[src/rtl/ugemm_seq_if.sv]
// Control/status bundle between the GEMM sequencer and its host/array.
interface ugemm_seq_if #(
    parameter int unsigned HEIGHT = 32,
    parameter int unsigned WIDTH  = 32,
    parameter int unsigned CWIDTH = 8
);
    logic              start;
    logic              abort;
    logic [CWIDTH-1:0] cfg_len;
    logic              cfg_reuse_w;
    logic [HEIGHT-1:0] en_i;
    logic [HEIGHT-1:0] clr_i;
    logic [HEIGHT-1:0] mac_done;
    logic [WIDTH-1:0]  en_w;
    logic [WIDTH-1:0]  clr_w;
    logic [WIDTH-1:0]  en_o;
    logic [WIDTH-1:0]  clr_o;
    logic              busy;
    logic              done;
    logic              err;

    // Host side: issues jobs, observes array controls and status.
    modport master (
        output start, abort, cfg_len, cfg_reuse_w,
        input  en_i, clr_i, mac_done, en_w, clr_w, en_o, clr_o, busy, done, err
    );

    // Sequencer side.
    modport slave (
        input  start, abort, cfg_len, cfg_reuse_w,
        output en_i, clr_i, mac_done, en_w, clr_w, en_o, clr_o, busy, done, err
    );
endinterface

[src/rtl/ugemm_seq.sv]
// Job sequencer for a weight-stationary systolic GEMM array. Generates the
// index-0 control waveforms from a phase FSM and skews them one cycle per
// row/column through shift registers. Every output is a flop.
module ugemm_seq #(
    parameter int unsigned HEIGHT = 32,
    parameter int unsigned WIDTH  = 32,
    parameter int unsigned CWIDTH = 8
) (
    input  logic       clk,
    input  logic       rst_n,
    ugemm_seq_if.slave bus
);
    localparam int unsigned HW      = (HEIGHT > WIDTH) ? HEIGHT : WIDTH;
    localparam int unsigned HW_BITS = $clog2(HW + 1);
    localparam int unsigned CNT_W   = (HW_BITS > CWIDTH) ? HW_BITS : CWIDTH;

    typedef enum logic [2:0] {
        StIdle,
        StClr,
        StLoadW,
        StCompute,
        StDrain,
        StFlush
    } state_e;

    state_e              state_q, state_d;
    logic [CNT_W-1:0]    cnt_q, cnt_d;     // remaining cycles in phase, minus one
    logic [CWIDTH-1:0]   len_q, len_d;
    logic                reuse_q, reuse_d;
    logic                busy_q, busy_d;
    logic                done_q, done_d;
    logic                err_q, err_d;

    logic [HEIGHT-1:0]   en_i_q, en_i_d;
    logic [HEIGHT-1:0]   clr_i_q, clr_i_d;
    logic [HEIGHT-1:0]   mac_done_q, mac_done_d;
    logic [WIDTH-1:0]    en_w_q, en_w_d;
    logic [WIDTH-1:0]    clr_w_q, clr_w_d;
    logic [WIDTH-1:0]    en_o_q, en_o_d;
    logic [WIDTH-1:0]    clr_o_q, clr_o_d;

    logic clr0, en_w0, clr_w0, en_i0, mac0, en_o0;

    // Phase FSM, index-0 waveform and skew pipelines (next-state).
    always_comb begin
        state_d = state_q;
        cnt_d   = cnt_q;
        len_d   = len_q;
        reuse_d = reuse_q;
        done_d  = 1'b0;
        err_d   = 1'b0;

        case (state_q)
            StIdle: begin
                // busy_q is still high in the done cycle, so start is ignored there.
                if (bus.start && !busy_q) begin
                    if (bus.cfg_len == '0) begin
                        err_d = 1'b1;
                    end else begin
                        state_d = StClr;
                        len_d   = bus.cfg_len;
                        reuse_d = bus.cfg_reuse_w;
                        cnt_d   = '0;
                    end
                end
            end
            StClr: begin
                if (reuse_q) begin
                    state_d = StCompute;
                    cnt_d   = CNT_W'(len_q) - CNT_W'(1);
                end else begin
                    state_d = StLoadW;
                    cnt_d   = CNT_W'(HEIGHT - 1);
                end
            end
            StLoadW: begin
                if (cnt_q == '0) begin
                    state_d = StCompute;
                    cnt_d   = CNT_W'(len_q) - CNT_W'(1);
                end else begin
                    cnt_d = cnt_q - CNT_W'(1);
                end
            end
            StCompute: begin
                if (cnt_q == '0) begin
                    state_d = StDrain;
                    cnt_d   = CNT_W'(HEIGHT - 1);
                end else begin
                    cnt_d = cnt_q - CNT_W'(1);
                end
            end
            StDrain: begin
                if (cnt_q == '0) begin
                    state_d = StFlush;
                    cnt_d   = CNT_W'(WIDTH - 2);
                end else begin
                    cnt_d = cnt_q - CNT_W'(1);
                end
            end
            StFlush: begin
                if (cnt_q == '0) begin
                    state_d = StIdle;
                    cnt_d   = '0;
                    done_d  = 1'b1;
                end else begin
                    cnt_d = cnt_q - CNT_W'(1);
                end
            end
            default: begin
                state_d = StIdle;
                cnt_d   = '0;
            end
        endcase

        // Abort overrides everything, including a coincident start.
        if (bus.abort) begin
            state_d = StIdle;
            cnt_d   = '0;
            done_d  = 1'b0;
            err_d   = 1'b0;
        end

        // Index-0 controls follow the phase that will be current next cycle.
        clr0   = (state_d == StClr);
        clr_w0 = clr0 && !reuse_d;
        en_w0  = (state_d == StLoadW);
        en_i0  = (state_d == StCompute);
        mac0   = en_i0 && (cnt_d == '0);
        en_o0  = (state_d == StDrain);

        en_i_d     = {en_i_q[HEIGHT-2:0], en_i0};
        clr_i_d    = {clr_i_q[HEIGHT-2:0], clr0};
        mac_done_d = {mac_done_q[HEIGHT-2:0], mac0};
        en_w_d     = {en_w_q[WIDTH-2:0], en_w0};
        clr_w_d    = {clr_w_q[WIDTH-2:0], clr_w0};
        en_o_d     = {en_o_q[WIDTH-2:0], en_o0};
        clr_o_d    = {clr_o_q[WIDTH-2:0], clr0};

        if (bus.abort) begin
            en_i_d     = '0;
            clr_i_d    = '0;
            mac_done_d = '0;
            en_w_d     = '0;
            clr_w_d    = '0;
            en_o_d     = '0;
            clr_o_d    = '0;
        end

        busy_d = (state_d != StIdle) || done_d;
    end

    // State, counters and output registers; reset clears every stage.
    always_ff @(posedge clk or negedge rst_n) begin
        if (!rst_n) begin
            state_q    <= StIdle;
            cnt_q      <= '0;
            len_q      <= '0;
            reuse_q    <= 1'b0;
            busy_q     <= 1'b0;
            done_q     <= 1'b0;
            err_q      <= 1'b0;
            en_i_q     <= '0;
            clr_i_q    <= '0;
            mac_done_q <= '0;
            en_w_q     <= '0;
            clr_w_q    <= '0;
            en_o_q     <= '0;
            clr_o_q    <= '0;
        end else begin
            state_q    <= state_d;
            cnt_q      <= cnt_d;
            len_q      <= len_d;
            reuse_q    <= reuse_d;
            busy_q     <= busy_d;
            done_q     <= done_d;
            err_q      <= err_d;
            en_i_q     <= en_i_d;
            clr_i_q    <= clr_i_d;
            mac_done_q <= mac_done_d;
            en_w_q     <= en_w_d;
            clr_w_q    <= clr_w_d;
            en_o_q     <= en_o_d;
            clr_o_q    <= clr_o_d;
        end
    end

    assign bus.en_i     = en_i_q;
    assign bus.clr_i    = clr_i_q;
    assign bus.mac_done = mac_done_q;
    assign bus.en_w     = en_w_q;
    assign bus.clr_w    = clr_w_q;
    assign bus.en_o     = en_o_q;
    assign bus.clr_o    = clr_o_q;
    assign bus.busy     = busy_q;
    assign bus.done     = done_q;
    assign bus.err      = err_q;
endmodule

[src/flat_wrapper.sv]
// flat-port wrapper written by rule: the top's interface ports become plain ports
module ugemm_seq_flat 
#(
    parameter int unsigned HEIGHT = 32,
    parameter int unsigned WIDTH  = 32,
    parameter int unsigned CWIDTH = 8
)
  (clk, rst_n, bus_start, bus_abort, bus_cfg_len, bus_cfg_reuse_w, bus_en_i, bus_clr_i, bus_mac_done, bus_en_w, bus_clr_w, bus_en_o, bus_clr_o, bus_busy, bus_done, bus_err);
  ugemm_seq_if #(.HEIGHT(HEIGHT), .WIDTH(WIDTH), .CWIDTH(CWIDTH)) bus_i ();
  input  logic clk;
  input  logic rst_n;
  input wire logic [$bits(bus_i.start)-1:0] bus_start;
  input wire logic [$bits(bus_i.abort)-1:0] bus_abort;
  input wire logic [$bits(bus_i.cfg_len)-1:0] bus_cfg_len;
  input wire logic [$bits(bus_i.cfg_reuse_w)-1:0] bus_cfg_reuse_w;
  output wire logic [$bits(bus_i.en_i)-1:0] bus_en_i;
  output wire logic [$bits(bus_i.clr_i)-1:0] bus_clr_i;
  output wire logic [$bits(bus_i.mac_done)-1:0] bus_mac_done;
  output wire logic [$bits(bus_i.en_w)-1:0] bus_en_w;
  output wire logic [$bits(bus_i.clr_w)-1:0] bus_clr_w;
  output wire logic [$bits(bus_i.en_o)-1:0] bus_en_o;
  output wire logic [$bits(bus_i.clr_o)-1:0] bus_clr_o;
  output wire logic [$bits(bus_i.busy)-1:0] bus_busy;
  output wire logic [$bits(bus_i.done)-1:0] bus_done;
  output wire logic [$bits(bus_i.err)-1:0] bus_err;
  assign bus_i.start = bus_start;
  assign bus_i.abort = bus_abort;
  assign bus_i.cfg_len = bus_cfg_len;
  assign bus_i.cfg_reuse_w = bus_cfg_reuse_w;
  assign bus_en_i = bus_i.en_i;
  assign bus_clr_i = bus_i.clr_i;
  assign bus_mac_done = bus_i.mac_done;
  assign bus_en_w = bus_i.en_w;
  assign bus_clr_w = bus_i.clr_w;
  assign bus_en_o = bus_i.en_o;
  assign bus_clr_o = bus_i.clr_o;
  assign bus_busy = bus_i.busy;
  assign bus_done = bus_i.done;
  assign bus_err = bus_i.err;
  ugemm_seq #(.HEIGHT(HEIGHT), .WIDTH(WIDTH), .CWIDTH(CWIDTH)) u_core (.clk(clk), .rst_n(rst_n), .bus(bus_i));
endmodule
[config.mk]
export PLATFORM = sky130hd
export DESIGN_NAME = ugemm_seq_flat
export DESIGN_NICKNAME = d
export VERILOG_FILES = /design/src/rtl/ugemm_seq_if.sv /design/src/rtl/ugemm_seq.sv /design/src/flat_wrapper.sv
export SDC_FILE = /design/constraint.sdc
export NUM_CORES = 1
export LEC_CHECK = 0
export CAP_MARGIN = 30
export CORE_MARGIN = 4
export CORE_UTILIZATION = 47
export DETAILED_ROUTE_END_ITERATION = 6
export PLACE_DENSITY = 0.91
export SKIP_LAST_GASP = 1
export SLEW_MARGIN = 20
export SYNTH_ARGS = -nofsm -noshare
export SYNTH_HDL_FRONTEND = slang
export SYNTH_SLANG_ARGS = --single-unit
[constraint.sdc]
create_clock -name clk -period 2.93 [get_ports clk]
set_input_delay 0.293 -clock clk [delete_from_list [all_inputs] [get_ports clk]]
set_output_delay 0.293 -clock clk [all_outputs]
set_load 0.01 [all_outputs]
Word level (Yosys, flattened, before mapping)
Index checks and enable logic that the tools add are counted.
- reduce and logical (&&, ||, !) cells: 12
- eq/ne operators: 9
- bitwise operators: 1
- mux-type cells: 35
- $add $sub $neg: 2
- operators by type and width (operator ; count):
    $mux 32 ; 7
    $mux 8 ; 8
    $pmux 8 s6 ; 1
    $logic_not 8->1 ; 3
    $mux 3 ; 7
    $pmux 3 s6 ; 1
    $sub 8x1->8 const B ; 2
    $eq 3x2->1 const B ; 4
    $mux 1 ; 11
    $eq 3x3->1 const B ; 3
    $eq 3x1->1 const B ; 2
    $logic_and 1x1->1 ; 3
    $logic_not 3->1 ; 1
    $reduce_and 3->1 ; 1
    $reduce_bool 3->1 ; 1
    $logic_not 1->1 ; 2
    $logic_or 1x1->1 ; 1
    $not 1->1 ; 1
- logic and storage cells: 73
- register bits: 247
- bits of input ports: 13
- output and inout port bits: 227

Longest topological paths before layout
Gate-level depths: netlist of the first run.
- word-level depth: 8
- gate-level depth with buffers: 11
- mapped depth without buffers: 9

Worst setup path before layout of the first run
Ideal clock, no wire load.
- path type: register to register
- from: register u_core.cnt_q[0]
- to: register u_core.mac_done_q[0], in the netlist u_core.bus.mac_done[0]
- data arrival time: 2455 ps
- clock period less this slack: 2576 ps
- path buffers: 2
- setup slack: 354 ps
- stages on the path, launching flop included: 12
- data required time: 2809 ps
- setup time: 121 ps
- cells stage by stage: dfrtp_1 -> inv_1 -> ha_1 -> or3b_1 -> clkbuf_1 -> or2_0 -> buf_2 -> xnor2_1 -> a221oi_1 -> nor2_1 -> nand3b_1 -> and4b_1
- cells in the longest elaborated chain, start to end: 7
- elaborated cells between the ends (all ways): 20
- classes of those cells: 1 x add/sub; 1 x eq/ne; 15 x mux; 3 x reduce/logical
- RTL lines (element ; RTL line ; source):
    start: declaration ; ugemm_seq.sv:27 ; logic [CNT_W-1:0] cnt_q, cnt_d;
    start signal: assignment ; ugemm_seq.sv:171 ; cnt_q <= cnt_d;
    $sub 8x1->8 (tied with other cells) ; - ;
    $mux 8 (tied with other cells) ; ugemm_seq.sv:101 ; if (cnt_q == '0) begin
    $pmux 8 s6 or $pmux 3 s6 (tied branches) ; ugemm_seq.sv:53 ; case (state_q)
    $mux 8 or $mux 3 (tied branches) ; ugemm_seq.sv:116 ; if (bus.abort) begin
    $logic_not 8->1 or $eq 3x2->1 (tied branches) ; ugemm_seq.sv:128, ugemm_seq.sv:127 ;
    $logic_and 1x1->1 (*) ; ugemm_seq.sv:128 ; mac0 = en_i0 && (cnt_d == '0);
    $mux 32 (*) ; ugemm_seq.sv:139 ; if (bus.abort) begin
    via u_core.mac_done_d[0] ; ugemm_seq.sv:36 ; logic [HEIGHT-1:0] mac_done_q, mac_done_d;
    end signal: assignment ; ugemm_seq.sv:179 ; mac_done_q <= mac_done_d;
    end: declaration ; ugemm_seq.sv:36 ;
Mark *: on every way through the listed nets, which the timed path passes. The rest lies on a longest branch.
A chain may end at the register's enable or synchronous reset.

Final worst setup path of the first run
Ends and elaborated chain as after synthesis.

==> results_dict.tcl, run 1 <==
set metrics [dict create \
    wl_per_cell_um 18.2 \
    place.gp.congestion 0.893 \
    drtIter0Drc 338 \
    clkLatencyLatePin_ns 0.49 \
    antenna_cells 0 \
    relSlewSlack 0.559 \
    async_flop_share 1.00 \
    setup_tns_ns 0 \
    synth-seq-cells 215 \
    yosysUniqueCellTypes 41 \
    use_met3 0.0544 \
    fin_hold_ws_ns 0.174 \
    die-height_um 137 \
    path_class "flop to flop" \
    grt_pass1_wl_um 30100 \
    num_rows 46 \
    seq_area_frac_synth 0.685 \
    clock-sinks 215 \
    cts_tree "yes" \
    cts_setup_buffers 0 \
    final_common_cell "clkdlybuf4s50_1" \
    p_leak_nw 5.02 \
    slowest_delay_ns 0.50 \
    pwr-share-seq 0.435 \
    yosysTopAreaCellShare 0.685 \
    cp.arrival_ns 3.17 \
    dr.pass1.iters 4 \
    slowest_stage "or3b_1" \
    hpwl_um 13400 \
    via_per_inst 4.88 \
    post-route-period-util 0.936 \
    required_ns 3.36 \
    antenna_found_initial 0 \
    worstMarginPinSlew_ns 0.662 \
    final-max-slew-violation-count 0 \
    core_area_um2 16100 \
    path_cells "inv_1 > ha_1 > or3b_1 > or2_0 > o311a_4 > a2111oi_4 > nand3b_1 > and4b_1" \
    rsz0062_at_grt "no" \
    ant_nets 0 \
    ctsLongestPathBuffers 3 \
    crit_fanout 8 \
    port_buffers 239 \
    fin_skew_ns 0.00766 \
    grt_max_degree 147 \
    r2r_setup_slack_ns 0.19 \
    synth_ff_type "dfrtp_1" \
    avgSynthCellArea_um2 12.8 \
    final_core_util 0.687 \
    layout_common_cells "237 x clkdlybuf4s50_1, 215 x dfrtp_1, 192 x nor2b_1, 23 x clkbuf_16, 19 x nor2_1" \
    synth_top_area_cell "dfrtp_1" \
    cts-root-buf "clkbuf_16" \
    syn_to_final_growth_pct 41.0 \
    htreeDepth 1 \
    synthCells 615 \
    clock.fmax_mhz 365 \
    yosysWarnings 0 \
    final_layout_size_suffix_gt1_frac 0.0710 \
    syn-cell-area_um2 7850 \
    setup_violations 0 \
    fin_crit_ns 2.74 \
    die_w_um 137 \
    start_kind "flop" \
    path_clk_slew_ns 0.06 \
    boundaryPins 240 \
    nets 844 \
    die-area_um2 18800 \
    maxCapViolations 0 \
    grt_util_met2 0.352 \
    cp_top_family "simple AND/OR/NAND/NOR gates" \
    busiest_layer "met2" \
    powerDensity_nw_per_um2 698 \
    drc_errors 0 \
    vdd_drop_max_mv 0.584 \
    power.internal_w 0.00553 \
    status "completed" \
    synth.area.top_cells "dfrtp_1 69%, nor2b_1 15%, buf_4 3.1%" \
    clockPowerShare 0.374 \
    fill_cells 1103 \
    grt_pass1_vias 5314 \
    hold_viol_final 0 \
    hold_path_class "input port to flop" \
    path_buf_inv 1 \
    syn-num-nets 630 \
    p_sw_w 0.00220 \
    routed_wl_um 19300 \
    track_usage 0.206 \
    initial_utilization 0.487 \
    cts_buffers 23 \
    synth_edf_count 0 \
    via_count 5179 \
    endpoint_kind "flop" \
    sw_frac_of_total 0.284 \
    grt_overflow 0 \
    met1_usage 0.264 \
    p_comb_frac 0.191 \
]
==> layer usage <==
metal,routed length [um],part of all wire,vias to the layer above
met5,0,0,-
met2,9480,0.49,214
met1,7730,0.40,2557
li1,-,-,2372
met3,1660,0.086,36
met4,474,0.025,0
==> sequential cells by signal (all words and copies together) (netlist names) <==
name and flops:
u_core.reuse_q 1, u_core.len_q 8, u_core.state_q 3, u_core.bus.en_o 32, u_core.bus.clr_w 32, u_core.bus.en_w 32, u_core.bus.en_i 32, u_core.cnt_q 8
u_core.bus.done 1, u_core.bus.clr_i 32, u_core.bus.busy 1, u_core.bus.mac_done 32, u_core.bus.err 1
==> path summary, 6_finish.rpt <==
kind                       depth (start not counted)                      end               startpoint
min                                                2  u_core.bus.mac_done[16]                bus_abort
max reg2reg                                        8   u_core.bus.mac_done[0]          u_core.cnt_q[0]
min in group asynchronous                          2   u_core.bus.mac_done[7]                    rst_n
min reg2reg                                        1  u_core.bus.mac_done[12]  u_core.bus.mac_done[11]
max                                                8   u_core.bus.mac_done[0]          u_core.cnt_q[0]
max in group asynchronous                          3     u_core.bus.clr_i[19]                    rst_n
==> stage by stage <==
| step | cell area, um2 | std cells | setup slack (ns) | total power [W] |
|---|---|---|---|---|
| 2_1_floorplan | 7850 | 615 | 0.354 | 0.00433 |
| 3_3_place_gp | 10300 | 1019 | 0.201 | 0.00489 |
| 3_5_place_dp | 10300 | 1019 | 0.204 | 0.00489 |
| 4_1_cts | 11100 | 1061 | 0.197 | 0.00781 |
| 5_1_grt | 11100 | 1061 | 0.0596 | 0.00811 |
| 6_report | 11100 | 1061 | 0.187 | 0.00772 |
==> power by group through the flow <==
stage               combinational, W  clock (W)  sequential, W
floorplan                   0.000988          0        0.00334
global placement             0.00148          0        0.00341
detailed placement           0.00147          0        0.00341
CTS                          0.00148    0.00297        0.00336
global route                 0.00163    0.00309        0.00339
finish                       0.00148    0.00289        0.00336
==> timing repair <==
item                                   CTS  global route
setup endpoints to repair                0             0
endpoints found under the hold margin   80             0
gates resized for setup                  0             0
hold buffers                             1             0
==> synthesized netlist by cell type (2+ instances only) <==
library cell and n:
nor2_1 19, a21oi_1 16, inv_1 7, mux2_2 6, xor2_1 6, nor2b_1 192
a21boi_0 2, ha_1 2, xnor2_1 3, clkbuf_1 25, nand2b_1 5, o21ai_0 9
buf_2 2, nor3_1 11, a211oi_1 3, or3_1 4, buf_1 2, or4_1 3
buf_4 32, nand3_1 6, a31oi_1 2, nor4_1 4, nand2_1 18, dfrtp_1 215
o211ai_1 5
==> cell type report <==
class,count,area (um2),area share
clock buffers,36,724,0.0655
clock inverters,5,53.8,0.00486
inverters,7,26.3,0.00237
multi-input cells,332,2090,0.189
flip-flops and latches,215,5380,0.486
well taps,216,270,0.0244
repair buffers,250,2520,0.228
==> cells by family (layout without fill, tap and decap cells) <==
| logic type | after synthesis | count (layout) | share of synthesized area |
|---|---|---|---|
| buf+inv | 68 | 298 | 0.0481 |
| fa+ha+maj | 2 | 2 | 0.00319 |
| compound gates | 46 | 46 | 0.0427 |
| mux | 6 | 6 | 0.00861 |
| xor+xnor | 9 | 9 | 0.0100 |
| simple gates | 269 | 269 | 0.202 |
| flops | 215 | 215 | 0.685 |
(Power assumes the default switching activity.)
==> inputs of run 2 (changes only) <==
--- a/config.mk
+++ b/config.mk
@@ -7,9 +7,10 @@
 export LEC_CHECK = 0
 export CAP_MARGIN = 30
 export CORE_MARGIN = 4
-export CORE_UTILIZATION = 47
+export CORE_UTILIZATION = 42
 export DETAILED_ROUTE_END_ITERATION = 6
-export PLACE_DENSITY = 0.91
+export GPL_TIMING_DRIVEN = 0
+export PLACE_DENSITY = 0.87
 export SKIP_LAST_GASP = 1
 export SLEW_MARGIN = 20
 export SYNTH_ARGS = -nofsm -noshare
==> constraint.sdc (replaced) <==
create_clock -name clk -period 2.5 [get_ports clk]
set_input_delay 0.25 -clock clk [delete_from_list [all_inputs] [get_ports clk]]
set_output_delay 0.25 -clock clk [all_outputs]
set_load 0.01 [all_outputs]
==> results_dict.tcl, run 2 (synthesis gave the netlist of run 1 again) <==
set metrics [dict create \
    rsz0062_at_grt "yes" \
    nets 910 \
    dr.pass1.iters 4 \
    sw_frac_of_total 0.288 \
    place_ws_ns -0.335 \
    fin_skew_ns 0.00629 \
    syn_to_final_growth_pct 46.5 \
    hold_viol_final 0 \
    clkLatencyLatePin_ns 0.49 \
    crit_fanout 4 \
    ctsLongestPathBuffers 3 \
    p_comb_frac 0.233 \
    antenna_cells 0 \
    ant_nets 0 \
    grt_overflow 0 \
    layout_common_cells "238 x clkdlybuf4s50_1, 214 x dfrtp_1, 192 x nor2b_1, 46 x buf_4, 28 x clkbuf_1" \
    path_buf_inv 3 \
    clock-sinks 215 \
    required_ns 2.93 \
    violations "setup timing" \
    port_buffers 239 \
    path_cells "inv_2 > ha_4 > or3b_1 > clkbuf_8 > or2_0 > buf_4 > o311a_4 > a2111oi_4 > nand3b_1 > and4b_1" \
    hold_path_class "input port to async pin" \
    boundaryPins 240 \
    p_leak_nw 5.24 \
    setup_slack_ns -0.0433 \
    worst-path-stages 10 \
    grt_pass1_wl_um 31300 \
    p_sw_w 0.00268 \
    via_per_inst 4.76 \
    cp.arrival_ns 2.97 \
    critical_path.startpoint "u_core.cnt_q[1]" \
    path_clk_slew_ns 0.06 \
    relSlewSlack 0.370 \
    reg2reg_depth 10 \
    clock.fmax_mhz 393 \
    power.internal_w 0.00664 \
    final-max-slew-violation-count 0 \
    crit_end "u_core.bus.mac_done[0]" \
    r2r_setup_slack_ns -0.04 \
    status "complete, but fails checks" \
    cp_top_family "simple AND/OR/NAND/NOR gates" \
    dp.cells 1085 \
    cts_buffers 23 \
    endpoint_kind "flop" \
    maxCapViolations 0 \
    antenna_found_initial 0 \
    cts-root-buf "clkbuf_16" \
    die-height_um 145 \
    final_common_cell "clkdlybuf4s50_1" \
    slowest_delay_ns 0.39 \
    track_usage 0.191 \
    via_count 5412 \
    worstMarginPinSlew_ns 0.943 \
    grt_max_degree 96 \
    post-route-period-util 1.02 \
    vdd_drop_max_mv 0.775 \
    pwr-share-seq 0.417 \
    die-area_um2 20900 \
    slowest_stage "dfrtp_1" \
    start_kind "flop" \
    wl_per_cell_um 17.8 \
    routed_wl_um 20200 \
    fin_crit_ns 2.54 \
    stdcell_count 1138 \
    initial_utilization 0.433 \
    final_layout_size_suffix_gt1_frac 0.118 \
    cts_tree "yes" \
    drc_errors 0 \
    place.gp.congestion 0.945 \
    setup_violations 1 \
    path_class "flop to flop" \
    drtIter0Drc 246 \
    power_w 0.00932 \
    powerDensity_nw_per_um2 810 \
    rr_endpoint "u_core.bus.mac_done[0]" \
    hpwl_um 14600 \
    reg2reg_from "u_core.cnt_q[1]" \
    num_rows 49 \
    die_w_um 145 \
    clockPowerShare 0.350 \
    core_area_um2 18100 \
    htreeDepth 1 \
    grt_pass1_vias 5586 \
]
run 2: cell count changes in the layout (fill, tap and decap cells not counted), sizes merged:
cell,delta
clkdlybuf4s50,+1
buf,+41
clkinvlp,+2
clkbuf,+21
clkinv,-1
run 2: metal layers:
layer | global-route usage | part of all wire
met3 | 0.0496 | 0.079
met1 | 0.240 | 0.40
met5 | 0 | 0
met2 | 0.331 | 0.50
met4 | 0.0471 | 0.025
run 2: timing repair:
action                                 CTS  global route
hold buffers                             1             0
setup endpoints to repair                7             4
endpoints found under the hold margin   39             0
pin swaps                                6             4
buffers inserted                         9             4
resized for setup                        6             6
run 2: area by class of cell:
cell class / count / area [um2]
buffer: 61 / 364
clock buffer: 33 / 673
clock inverter: 6 / 63.8
fill: 1373 / 6650
inverter: 7 / 26.3
multi-input combinational: 332 / 2140
sequential: 215 / 5380
tap: 229 / 287
timing repair buffer: 255 / 2560
run 2: how the worst min path moves through the flow:
stage	startpoint	to	slack [ns]
floorplan	rst_n	u_core.bus.busy	-0.05
global placement	u_core.bus.mac_done[23]	u_core.bus.mac_done[24]	0.47
detailed placement	rst_n	u_core.bus.mac_done[10]	0.17
CTS	rst_n	u_core.bus.en_o[1]	0.23
global route	rst_n	u_core.bus.mac_done[10]	0.26
finish	rst_n	u_core.bus.mac_done[10]	0.24
run 2: power by group through the flow:
stage	sequential (W)	clock (W)	combinational (W)
global route	0.00391	0.00350	0.00236
global placement	0.00395	0	0.00179
finish	0.00389	0.00326	0.00217
detailed placement	0.00395	0	0.00181
CTS	0.00388	0.00334	0.00203
floorplan	0.00392	0	0.00120
run 2: metrics by stage:
step | cell area (um2) | util | hold WS [ns] | TNS [ns]
floorplan | 7870 | - | -0.0456 | 0
global placement | 10500 | 0.581 | 0.469 | -1620.21
detailed placement | 10600 | 0.584 | 0.166 | -4.64
CTS | 11400 | 0.630 | 0.232 | -0.0577
global route | 11500 | 0.634 | 0.262 | -0.150
finish | 11500 | 0.634 | 0.239 | -0.0433
==> inputs of run 3 (changes only) <==
--- a/config.mk
+++ b/config.mk
@@ -10,7 +10,7 @@
 export CORE_UTILIZATION = 42
 export DETAILED_ROUTE_END_ITERATION = 6
 export GPL_TIMING_DRIVEN = 0
-export PLACE_DENSITY = 0.87
+export PLACE_DENSITY_LB_ADDON = 0.25
 export SKIP_LAST_GASP = 1
 export SLEW_MARGIN = 20
 export SYNTH_ARGS = -nofsm -noshare
==> results_dict.tcl, run 3 (synthesis gave the netlist of run 1 again) <==
set metrics [dict create \
    final_area_um2 11600 \
    r2r_setup_slack_ns 0.05 \
    p_leak_nw 5.29 \
    worstMarginPinSlew_ns 0.863 \
    path_class "flop to flop" \
    path_clk_slew_ns 0.06 \
    slowest_stage "or4_4" \
    drtIter0Drc 177 \
    p_sw_w 0.00273 \
    grt_pass1_wl_um 30500 \
    boundaryPins 240 \
    antenna_cells 0 \
    grt_pass1_vias 5547 \
    clkLatencyLatePin_ns 0.48 \
    core_area_um2 18100 \
    track_usage 0.183 \
    placed_cell_area_um2 10600 \
    port_buffers 239 \
    ctsLongestPathBuffers 3 \
    htreeDepth 1 \
    start_kind "flop" \
    pwr-share-seq 0.406 \
    cts_tree "yes" \
    path_buf_inv 2 \
    post-route-period-util 0.979 \
    vdd_drop_max_mv 0.733 \
    initial_utilization 0.433 \
    grt_max_degree 95 \
    die_w_um 145 \
    antenna_found_initial 0 \
    place.gp.congestion 0.885 \
    dr.pass1.iters 4 \
    seq_area_um2 5380 \
    cp_top_family "simple AND/OR/NAND/NOR gates" \
    fin_skew_ns 0.00607 \
    final_layout_size_suffix_gt1_frac 0.131 \
    die-area_um2 20900 \
    drc_errors 0 \
    status "completed" \
    via_per_inst 4.74 \
    wl_per_cell_um 17.0 \
    ant_nets 0 \
    sw_frac_of_total 0.285 \
    hpwl_um 13600 \
    grt_overflow 0 \
    final_common_cell "clkdlybuf4s50_1" \
    clock-sinks 215 \
    powerDensity_nw_per_um2 827 \
    rsz0062_at_grt "yes" \
    fin_crit_ns 2.45 \
    maxCapViolations 0 \
    via_count 5404 \
    cp.arrival_ns 2.82 \
    final-max-slew-violation-count 0 \
    syn_to_final_growth_pct 47.7 \
    p_comb_frac 0.239 \
    required_ns 2.87 \
    setup_violations 0 \
    clockPowerShare 0.355 \
    nets 911 \
    num_rows 49 \
    power.internal_w 0.00685 \
    endpoint_kind "flop" \
    layout_common_cells "238 x clkdlybuf4s50_1, 213 x dfrtp_1, 191 x nor2b_1, 48 x buf_4, 27 x clkbuf_1" \
    multi_input_comb_area_um2 2180 \
    cts_buffers 23 \
    slowest_delay_ns 0.49 \
    hold_viol_final 0 \
    routed_wl_um 19300 \
    die-height_um 145 \
    path_cells "or4_4 > buf_6 > or2_0 > buf_4 > xnor2_2 > a221oi_2 > nor2_2 > nand3b_1 > and4b_1" \
    crit_fanout 7 \
    hold_path_class "input port to async pin" \
    power_w 0.00959 \
    relSlewSlack 0.424 \
    fill_cells 1463 \
    cts-root-buf "clkbuf_16" \
    clock.fmax_mhz 409 \
]
## run 3: changes by cell type in the layout (fill, tap and decap cells not counted), moves of 2 or more
cell | previous run | this run
nor2_2 | 1 | 3
clkinvlp_4 | 2 | 0
nor2_1 | 17 | 15
clkbuf_8 | 7 | 11
buf_4 | 46 | 48
## run 3: power groups by stage
stage | clock network [W] | registers [W] | logic [W]
finish | 0.00340 | 0.00389 | 0.00229
CTS | 0.00350 | 0.00388 | 0.00201
detailed placement | 0 | 0.00396 | 0.00180
global route | 0.00365 | 0.00392 | 0.00251
floorplan | 0 | 0.00392 | 0.00120
global placement | 0 | 0.00396 | 0.00178
## run 3: worst paths after layout
check | from | to | cells after the start
max in group asynchronous | rst_n | u_core.cnt_q[4] | 3
max | u_core.cnt_q[4] | u_core.bus.mac_done[0] | 9
max reg2reg | u_core.cnt_q[4] | u_core.bus.mac_done[0] | 9
min | rst_n | u_core.bus.en_o[17] | 2
min reg2reg | u_core.bus.en_o[13] | u_core.bus.en_o[14] | 1
min in group clk | bus_cfg_len[0] | u_core.len_q[0] | 3
## run 3: area by class of cell
type                            instances  area share
Multi-Input combinational cell        332       0.188
Timing Repair Buffer                  257       0.222
Inverter                                7     0.00227
Buffer                                 60      0.0308
Tap cell                              229      0.0247
Clock buffer                           37      0.0637
Clock inverter                          3     0.00345
Sequential cell                       215       0.464
## run 3: stage by stage
step	std cells	hold WS [ns]	setup WS, ns	setup TNS (ns)	utilization
finish	1140	0.232	0.0531	0	0.639
global route	1140	0.253	-0.115	-0.130	0.639
detailed placement	1085	0.140	-0.270	-14.64	0.584
floorplan	615	-0.0456	0.0405	0	-
global placement	1083	0.469	-7.76	-1681.40	0.581
CTS	1134	0.219	-0.0536	-0.0536	0.633
## run 3: repair_timing
item                                    CTS  global route
buffers inserted                          8             7
resized for setup                         8            20
endpoints found under the hold margin    32             0
pin swaps                                 8            10
endpoints found under the setup margin    3             4
hold buffers                              1             0
## run 3: per-layer routing
layer | vias up | track usage | share of wire | wire length (um)
met5 | - | 0 | 0 | 0
met4 | 0 | 0.0358 | 0.013 | 242
met3 | 23 | 0.0477 | 0.081 | 1560
met2 | 195 | 0.298 | 0.48 | 9230
met1 | 2677 | 0.251 | 0.43 | 8300
li1 | 2509 | - | - | -
